$ cat src/rtl/cordic_pkg.sv
// Shared Q4.8 fixed-point definitions for the ray pipeline
// (generator, normalisation and intersection stages).
package cordic_pkg;

   typedef logic signed [11:0] fix_q48_t;

   localparam int       Q_FRAC  = 8;
   localparam fix_q48_t ONE_Q48 = 12'sd256;

endpackage

$ cat src/rtl/ray_direction_generator_raster_counter.sv
// Column/row raster position for the ray generator, with end-of-row,
// last-pixel and frame-exhausted flags.
module raster_counter #(
   parameter int H_RES = 64,
   parameter int V_RES = 64
) (
   input  logic clock,
   input  logic reset,
   input  logic clear,
   input  logic advance,
   output logic end_of_row,
   output logic last_pixel,
   output logic exhausted
);

   localparam int COL_W = (H_RES > 1) ? $clog2(H_RES) : 1;
   localparam int ROW_W = (V_RES > 1) ? $clog2(V_RES) : 1;

   logic [COL_W-1:0] col;
   logic [ROW_W-1:0] row;

   assign end_of_row = (col == COL_W'(H_RES - 1));
   assign last_pixel = end_of_row && (row == ROW_W'(V_RES - 1));

   // The row counter wraps after the final pixel, so "exhausted" records
   // that the whole frame has been issued.
   always_ff @(posedge clock or posedge reset) begin
      if (reset) begin
         col       <= '0;
         row       <= '0;
         exhausted <= 1'b0;
      end else if (clear) begin
         col       <= '0;
         row       <= '0;
         exhausted <= 1'b0;
      end else if (advance) begin
         if (end_of_row) begin
            col <= '0;
            row <= last_pixel ? '0 : row + ROW_W'(1);
         end else begin
            col <= col + COL_W'(1);
         end
         if (last_pixel) begin
            exhausted <= 1'b1;
         end
      end
   end

endmodule

$ cat src/rtl/ray_direction_generator.sv
// Raster-scan primary-ray generator: one un-normalised Q4.8 camera-space
// direction per unstalled cycle, tagged with a sequential ID.
module ray_direction_generator
   import cordic_pkg::*;
#(
   parameter int       H_RES    = 64,
   parameter int       V_RES    = 64,
   parameter fix_q48_t PIX_STEP = 12'sd8,
   parameter fix_q48_t FOCAL    = ONE_Q48,
   parameter int       ID_WIDTH = 8
) (
   input  logic                clock,
   input  logic                reset,
   input  logic                start,
   input  logic                stall,
   output fix_q48_t            x_out,
   output fix_q48_t            y_out,
   output fix_q48_t            z_out,
   output logic [ID_WIDTH-1:0] out_id,
   output logic                out_valid,
   output logic                busy,
   output logic                done
);

   localparam logic [1:0] IDLE = 2'd0;
   localparam logic [1:0] RUN  = 2'd1;
   localparam logic [1:0] DONE = 2'd2;

   localparam int       X_SPAN  = (H_RES / 2) * int'(PIX_STEP);
   localparam int       Y_SPAN  = (V_RES / 2) * int'(PIX_STEP);
   localparam fix_q48_t X_START = fix_q48_t'(-X_SPAN);
   localparam fix_q48_t Y_START = fix_q48_t'(Y_SPAN);

   if (X_SPAN > 2047 || Y_SPAN > 2047) begin : g_span_check
      $error("ray_direction_generator: half-frame span exceeds Q4.8 range");
   end
   if (H_RES < 2 || V_RES < 2 || (H_RES % 2) != 0 || (V_RES % 2) != 0) begin : g_res_check
      $error("ray_direction_generator: H_RES and V_RES must be even and >= 2");
   end

   logic [1:0]          state;
   fix_q48_t            x_acc;
   fix_q48_t            y_acc;
   logic [ID_WIDTH-1:0] id_ctr;
   logic                counter_clear;
   logic                advance;
   logic                end_of_row;
   logic                last_pixel;
   logic                exhausted;

   assign counter_clear = (state == IDLE) && start;
   assign advance       = (state == RUN) && !stall && !exhausted;

   raster_counter #(
      .H_RES(H_RES),
      .V_RES(V_RES)
   ) u_raster (
      .clock     (clock),
      .reset     (reset),
      .clear     (counter_clear),
      .advance   (advance),
      .end_of_row(end_of_row),
      .last_pixel(last_pixel),
      .exhausted (exhausted)
   );

   // Stalls only insert bubbles; the data outputs keep the last issued ray.
   always_ff @(posedge clock or posedge reset) begin
      if (reset) begin
         state     <= IDLE;
         x_acc     <= '0;
         y_acc     <= '0;
         id_ctr    <= '0;
         x_out     <= '0;
         y_out     <= '0;
         z_out     <= '0;
         out_id    <= '0;
         out_valid <= 1'b0;
         busy      <= 1'b0;
         done      <= 1'b0;
      end else begin
         case (state)
            IDLE: begin
               out_valid <= 1'b0;
               done      <= 1'b0;
               if (start) begin
                  state  <= RUN;
                  busy   <= 1'b1;
                  x_acc  <= X_START;
                  y_acc  <= Y_START;
                  id_ctr <= '0;
               end
            end
            RUN: begin
               if (stall) begin
                  out_valid <= 1'b0;
               end else if (exhausted) begin
                  out_valid <= 1'b0;
                  done      <= 1'b1;
                  busy      <= 1'b0;
                  state     <= DONE;
               end else begin
                  x_out     <= x_acc;
                  y_out     <= y_acc;
                  z_out     <= FOCAL;
                  out_id    <= id_ctr;
                  out_valid <= 1'b1;
                  id_ctr    <= id_ctr + ID_WIDTH'(1);
                  if (end_of_row) begin
                     x_acc <= X_START;
                     y_acc <= y_acc - PIX_STEP;
                  end else begin
                     x_acc <= x_acc + PIX_STEP;
                  end
               end
            end
            DONE: begin
               done  <= 1'b0;
               state <= IDLE;
            end
            default: begin
               state     <= IDLE;
               out_valid <= 1'b0;
               busy      <= 1'b0;
               done      <= 1'b0;
            end
         endcase
      end
   end

endmodule

$ cat config.mk
export PLATFORM = sky130hd
export DESIGN_NAME = ray_direction_generator
export DESIGN_NICKNAME = d
export VERILOG_FILES = /design/src/rtl/cordic_pkg.sv /design/src/rtl/ray_direction_generator_raster_counter.sv /design/src/rtl/ray_direction_generator.sv
export SDC_FILE = /design/constraint.sdc
export NUM_CORES = 1
export LEC_CHECK = 0
export ABC_AREA = 1
export CAP_MARGIN = 20
export CORE_MARGIN = 5
export CORE_UTILIZATION = 50
export CTS_BUF_LIST = sky130_fd_sc_hd__clkbuf_8
export DETAILED_ROUTE_END_ITERATION = 10
export GPL_TIMING_DRIVEN = 0
export PLACE_DENSITY = 0.74
export RECOVER_POWER = 50
export SYNTH_ARGS = -nofsm -noshare
export SYNTH_HDL_FRONTEND = slang
export SYNTH_SLANG_ARGS = --single-unit
$ cat constraint.sdc
create_clock -name clock -period 3.1 [get_ports clock]
set_input_delay 0.465 -clock clock [delete_from_list [all_inputs] [get_ports clock]]
set_output_delay 0.465 -clock clock [all_outputs]
set_load 0.05 [all_outputs]
Word-level counts from Yosys, hierarchy flattened. Cells that the tools add are included.

Bits in registers: 83. Input port bits: 4. Word-level logic and storage cells: 88.

Add/subtract/negate cells: 5. Eq/ne operators: 9. Multiplexer cells: 38. Bitwise gates (word level): 3. Reductions and logical operators: 19.

Operators with widths (number): two-way mux 12 bit (8); case mux 12 bit (2 select lines) (2); two-way mux 6 bit (7); two-way mux 8 bit (3); case mux 8 bit (2 select lines) (1); adder 12 x 5 -> 12 bit (second input constant) (1); adder 6 x 1 -> 6 bit (second input constant) (2); equality test 6 bit (second input constant) (2); subtractor 12 x 5 -> 12 bit (second input constant) (1); two-way mux 1 bit (11); adder 8 x 1 -> 8 bit (second input constant) (1); AND reduction 4 bit (2); nonzero test 2 bit (4); two-way mux 2 bit (3); inequality test 2 bit (second input constant) (3); AND reduction 2 bit (3); AND reduction 3 bit (2); AND reduction 5 bit (1); logical AND 1 bit (4); inequality test 2 x 1 -> 1 bit (second input constant) (2); case mux 2 bit (2 select lines) (1); NOT 1 bit (3); case mux 1 bit (3 select lines) (1); equality test 2 x 1 -> 1 bit (second input constant) (1); 4 further kinds (5).

Depth between registers and ports, before layout.
Depth after elaboration: 6. Gate-level depth with buffers: 9. Mapped depth without buffers: 9.

Modules after synthesis. Synthesis repeated with hierarchy kept, for this count alone.

Cells, all modules: 442. Area total of the unflattened synthesis: 3618.5 sq um.

Modules (own cells, without submodules): ray_direction_generator (instances 1, cells an instance 342, area each 2835.2 sq um, sequential area each 1451.4 sq um); raster_counter (instances 1, cells an instance 100, area each 783.3 sq um, sequential area each 325.3 sq um).

Worst setup path before layout. No wires, ideal clock.

Path type: register to register. Start: register u_raster.col[0]. End: register u_raster.row[0]. Library setup time: 0.127 ns. Arrival: 1.232 ns. Data required time: 2.973 ns. Slack: 1.741 ns. Cell stages (with the launch flop): 10. Buffers on the path: 1. Path through: dfrtp_1 -> ha_1 -> nand2_1 -> nor2_2 -> nand2_2 -> nand2_2 -> nand2_2 -> buf_4 -> nand2_1 -> o21ai_0.

Cells in the longest elaborated chain, start to end: 6. Elaborated cells on any way between the ends: 8. Those cells by class: 1 x eq/ne; 4 x mux; 3 x reduce/logical.

RTL lines: start: declaration (line ray_direction_generator_raster_counter.sv:19) `logic [COL_W-1:0] col;`; start signal: assignment (line ray_direction_generator_raster_counter.sv:41) `col <= col + COL_W'(1);`; equality test 6 bit * (line ray_direction_generator_raster_counter.sv:22) `assign end_of_row = (col == COL_W'(H_RES - 1));`; logical AND 1 bit (line ray_direction_generator_raster_counter.sv:23) `assign last_pixel = end_of_row && (row == ROW_W'(V_RES - 1));`; two-way mux 6 bit (line ray_direction_generator_raster_counter.sv:39) `row <= last_pixel ? '0 : row + ROW_W'(1);`; two-way mux 6 bit (line ray_direction_generator_raster_counter.sv:37) `if (end_of_row) begin`; two-way mux 6 bit (line ray_direction_generator_raster_counter.sv:36) `end else if (advance) begin`; two-way mux 6 bit (line ray_direction_generator_raster_counter.sv:32) `end else if (clear) begin`; end signal: assignment (line ray_direction_generator_raster_counter.sv:39); end: declaration (line ray_direction_generator_raster_counter.sv:20) `logic [ROW_W-1:0] row;`.

Every way passes the cells marked *; elsewhere a longest branch is shown, timed or not. The select of a mux whose other input is x is not followed. A chain may end at the register's enable or synchronous reset.

Worst setup path in the final report.
Start: input stall. End: register x_acc[7].

Cells in the longest elaborated chain, start to end: 2.

RTL lines: start: declaration (line ray_direction_generator.sv:15) `input logic stall,`; inequality test 2 bit (no source line); AND reduction 4 bit (no source line); end signal: assignment (line ray_direction_generator.sv:113) `x_acc <= x_acc + PIX_STEP;`; end: declaration (line ray_direction_generator.sv:42) `fix_q48_t x_acc;`.

No other way between the ends.

==> summary.md <==
| Metric | Value |
|---|---|
| Final instance area | `4110 sq um` |
| GR peak layer | `met2` |
| First-pass GRT wire length | `12500 microns` |
| Hold Crit Class | `flop to flop` |
| Post_cts resized | `0` |
| Rows | `30` |
| DR iter-0 viols | `166` |
| Vias in the first global route | `2701` |
| Final ANT Viol Nets | `0` |
| Placed inst area | `4000 sq um` |
| Met1 Use GR | `22.7%` |
| FF-to-FF End | `x_acc[7]$_DFFE_PP0P_` |
| Most frequent cells in the layout | `105 x nand2_1, 71 x dfrtp_1, 41 x inv_1, 36 x nor2_1, 34 x o21ai_0` |
| WL/cell | `12.7 microns` |
| Crit path from | `stall` |
| Die span in x | `93.5 microns` |
| Maximum vdd drop | `0.000447 V` |
| Area leader, netlist | `dfrtp_1` |
| Endpoints failing hold | `0` |
| Area of the multi-input gates | `1370 sq um` |
| Critical path endpoint category | `flop` |
| Fill cell count | `612` |
| Buffers added on ports | `33` |
| DP Wirelength | `5230 microns` |
| Slew @ Worst Pin | `1440 ps` |
| R2R setup slack | `960 ps` |
| Clock sinks | `71` |
| CP Launch Type | `input pin` |
| Required time of the critical path | `3380 ps` |
| Crit Path Class | `input pin to flop` |
| Crit-path max FO | `10` |
| Post-synthesis average cell area | `8.43 sq um` |
| Detail-routed via count per cell | `4.90` |
| Tcrit/Tclk final | `76.1%` |
| Post-synth ARST share | `100%` |
| GR Util met3 | `4.34%` |
| Root buf cell | `clkbuf_8` |
| Worst hold slack | `478 ps` |
| Starting Density | `51.3%` |
| Clk pin slew, worst setup/hold paths | `70 ps` |
| Synth warn | `0` |
| GRT Overall Usage | `18.3%` |
| Hold_sp | `z_out[8]$_DFFE_PP0P_` |
| Num ports | `51` |
| Largest net degree at the start of global routing | `72` |
| CTS max path bufs | `2` |
| Top FF cell, synth | `dfrtp_1` |
| Synth Cell Area | `3490 sq um` |
| Syn Inst Count | `414` |
| Synth top area share | `50.9%` |
| Gp weighted congestion | `0.879` |
| RSZ-0062 raised after global routing | `false` |
| Hold Path End | `z_out[8]$_DFFE_PP0P_` |
| Leak | `2.04 nW` |
| Post-CTS Setup Bufs | `0` |
| Final worst slack | `742 ps` |
| ANT cells | `0` |
| Startpoint of the worst register-to-register path | `state[0]$_DFFE_PP0P_` |
| Seq/Total Area, Yosys | `50.9%` |
| Die area | `8750 sq um` |
| Hold Crit Depth | `1` |
| Pre-CTS setup slack | `1170 ps` |
| Synth cell types | `33` |
| Pre-antenna DRT Iters | `4` |
| Max-slew violations | `0` |
| Share of layout cells above drive strength 1 | `10.3%` |
| Max-cap check violation count | `0` |
| Synth top area cells | `dfrtp_1 51%, nand2_1 11%, o21ai_0 4.9%` |
| Fmax | `0.424 GHz` |
| Hold-fix buffers, CTS | `0` |
| Via Count | `2807` |
| Commonest non-fill, non-tap cell in the layout | `nand2_1` |
| Remaining routing DRC violations | `0` |
| Worst EP arrival | `2630 ps` |
| Status | `complete, no violations` |
| Clock insertion delay at the later pin of the skew report | `340 ps` |
| Core area | `6790 sq um` |
| Post-layout min period | `2360 ps` |
| Area Overhead vs Synth | `17.8%` |
| Pwr Density | `891 nW/um^2` |
| GRT met2 Usage | `30.9%` |
| Final nets | `483` |
| Die Y | `93.5 microns` |
| Worst R2R Path Depth | `8` |
| FF+latch count, synth | `71` |
| Routed wire length | `7290 microns` |
| Slew margin rel. | `4.29%` |
| Number of synthesized flops with an enable pin | `0` |
| CTS tree | `yes` |
| FF/Latch Area | `1780 sq um` |
| CTS Buf Count | `9` |
| Pwr Total | `3.66 mW` |
| Setup Skew | `5.76 ps` |
| Antenna violations before repair | `0` |
| Max H-tree Level | `3` |
| Grt total ovfl | `0` |
| Number of setup violations in the final report | `0` |
## through the flow
stage          std cells  setup TNS (ps)  util, %
2_1_floorplan        430               0        -
3_3_place_gp         559          -24340     58.9
3_5_place_dp         559               0     58.9
4_1_cts              573               0     61.3
5_1_grt              573               0     60.5
6_report             573               0     60.5
## cell usage after synthesis (2+ instances only)
master,number
a21oi_2,2
o21ai_1,12
nand3_2,2
or2_2,2
nand2_1,103
inv_2,2
ha_1,5
a21oi_1,10
nand2_2,4
nand4_1,10
nand2_4,3
nand3_1,33
buf_4,18
nor2_1,34
xor2_1,5
clkbuf_1,3
nor2_2,2
dfrtp_1,71
buf_6,4
inv_1,39
nor3_1,2
buf_2,4
o21ai_0,34
## power breakdown
group          total [mW]  internal [mW]  switching, mW  leakage, nW
clock network       0.630          0.318          0.311       0.0937
logic                1.70          0.520           1.18         1.03
registers            1.33           1.16          0.171        0.924
total                3.66           2.00           1.67         2.04
## metal layers
metal  vias to the layer above  wire, microns
li1                       1423              -
met1                      1310           3250
met2                        65           3570
met3                         9            360
met4                         0             99
met5                         -              0
## critical path, stage by stage
cell	delay, ps
dlygate4sd3_1	570
nor2_1	90
nand2_1	160
nand2_1	160
clkbuf_1	420
clkbuf_1	470
nand4_2	140
a21oi_2	140
## worst max-delay path by stage
stage / end / cells past startpoint
after floorplan: busy$_DFFE_PP0P_ / 1
after global placement: out_id[7]$_DFFE_PP0P_ / 2
after detailed placement: x_out[8]$_DFFE_PP0P_ / 6
after CTS: x_out[3] / 1
after global routing: x_acc[7]$_DFFE_PP0P_ / 8
final: x_acc[7]$_DFFE_PP0P_ / 8
## sequential cells by signal, indices dropped and copies added (netlist names)
name,flops
x_acc,9
x_out,9
y_acc,9
y_out,9
id_ctr,8
out_id,8
u_raster.col,6
u_raster.row,6
state,2
busy,1
done,1
out_valid,1
u_raster.exhausted,1
z_out,1
## kinds of logic (layout without fill, tap and decap cells)
kind of cell	after synthesis	in the layout	synth area share, %
fa+ha+maj	5	5	1.79
compound gates	62	62	9.36
buf+inv	71	118	10.9
other cells	1	17	0.108
flops	71	71	50.9
simple gates	198	198	25.4
xor+xnor	6	6	1.51
## layout make-up
type	count	area share, %
multi-input combinational	288	33.3
inverter	41	3.75
buffer	30	4.81
timing repair buffer	33	8.04
sequential	71	43.2
tap	96	2.92
clock buffer	11	3.68
clock inverter	3	0.305
No activity file was read; power rests on OpenSTA's default activity.
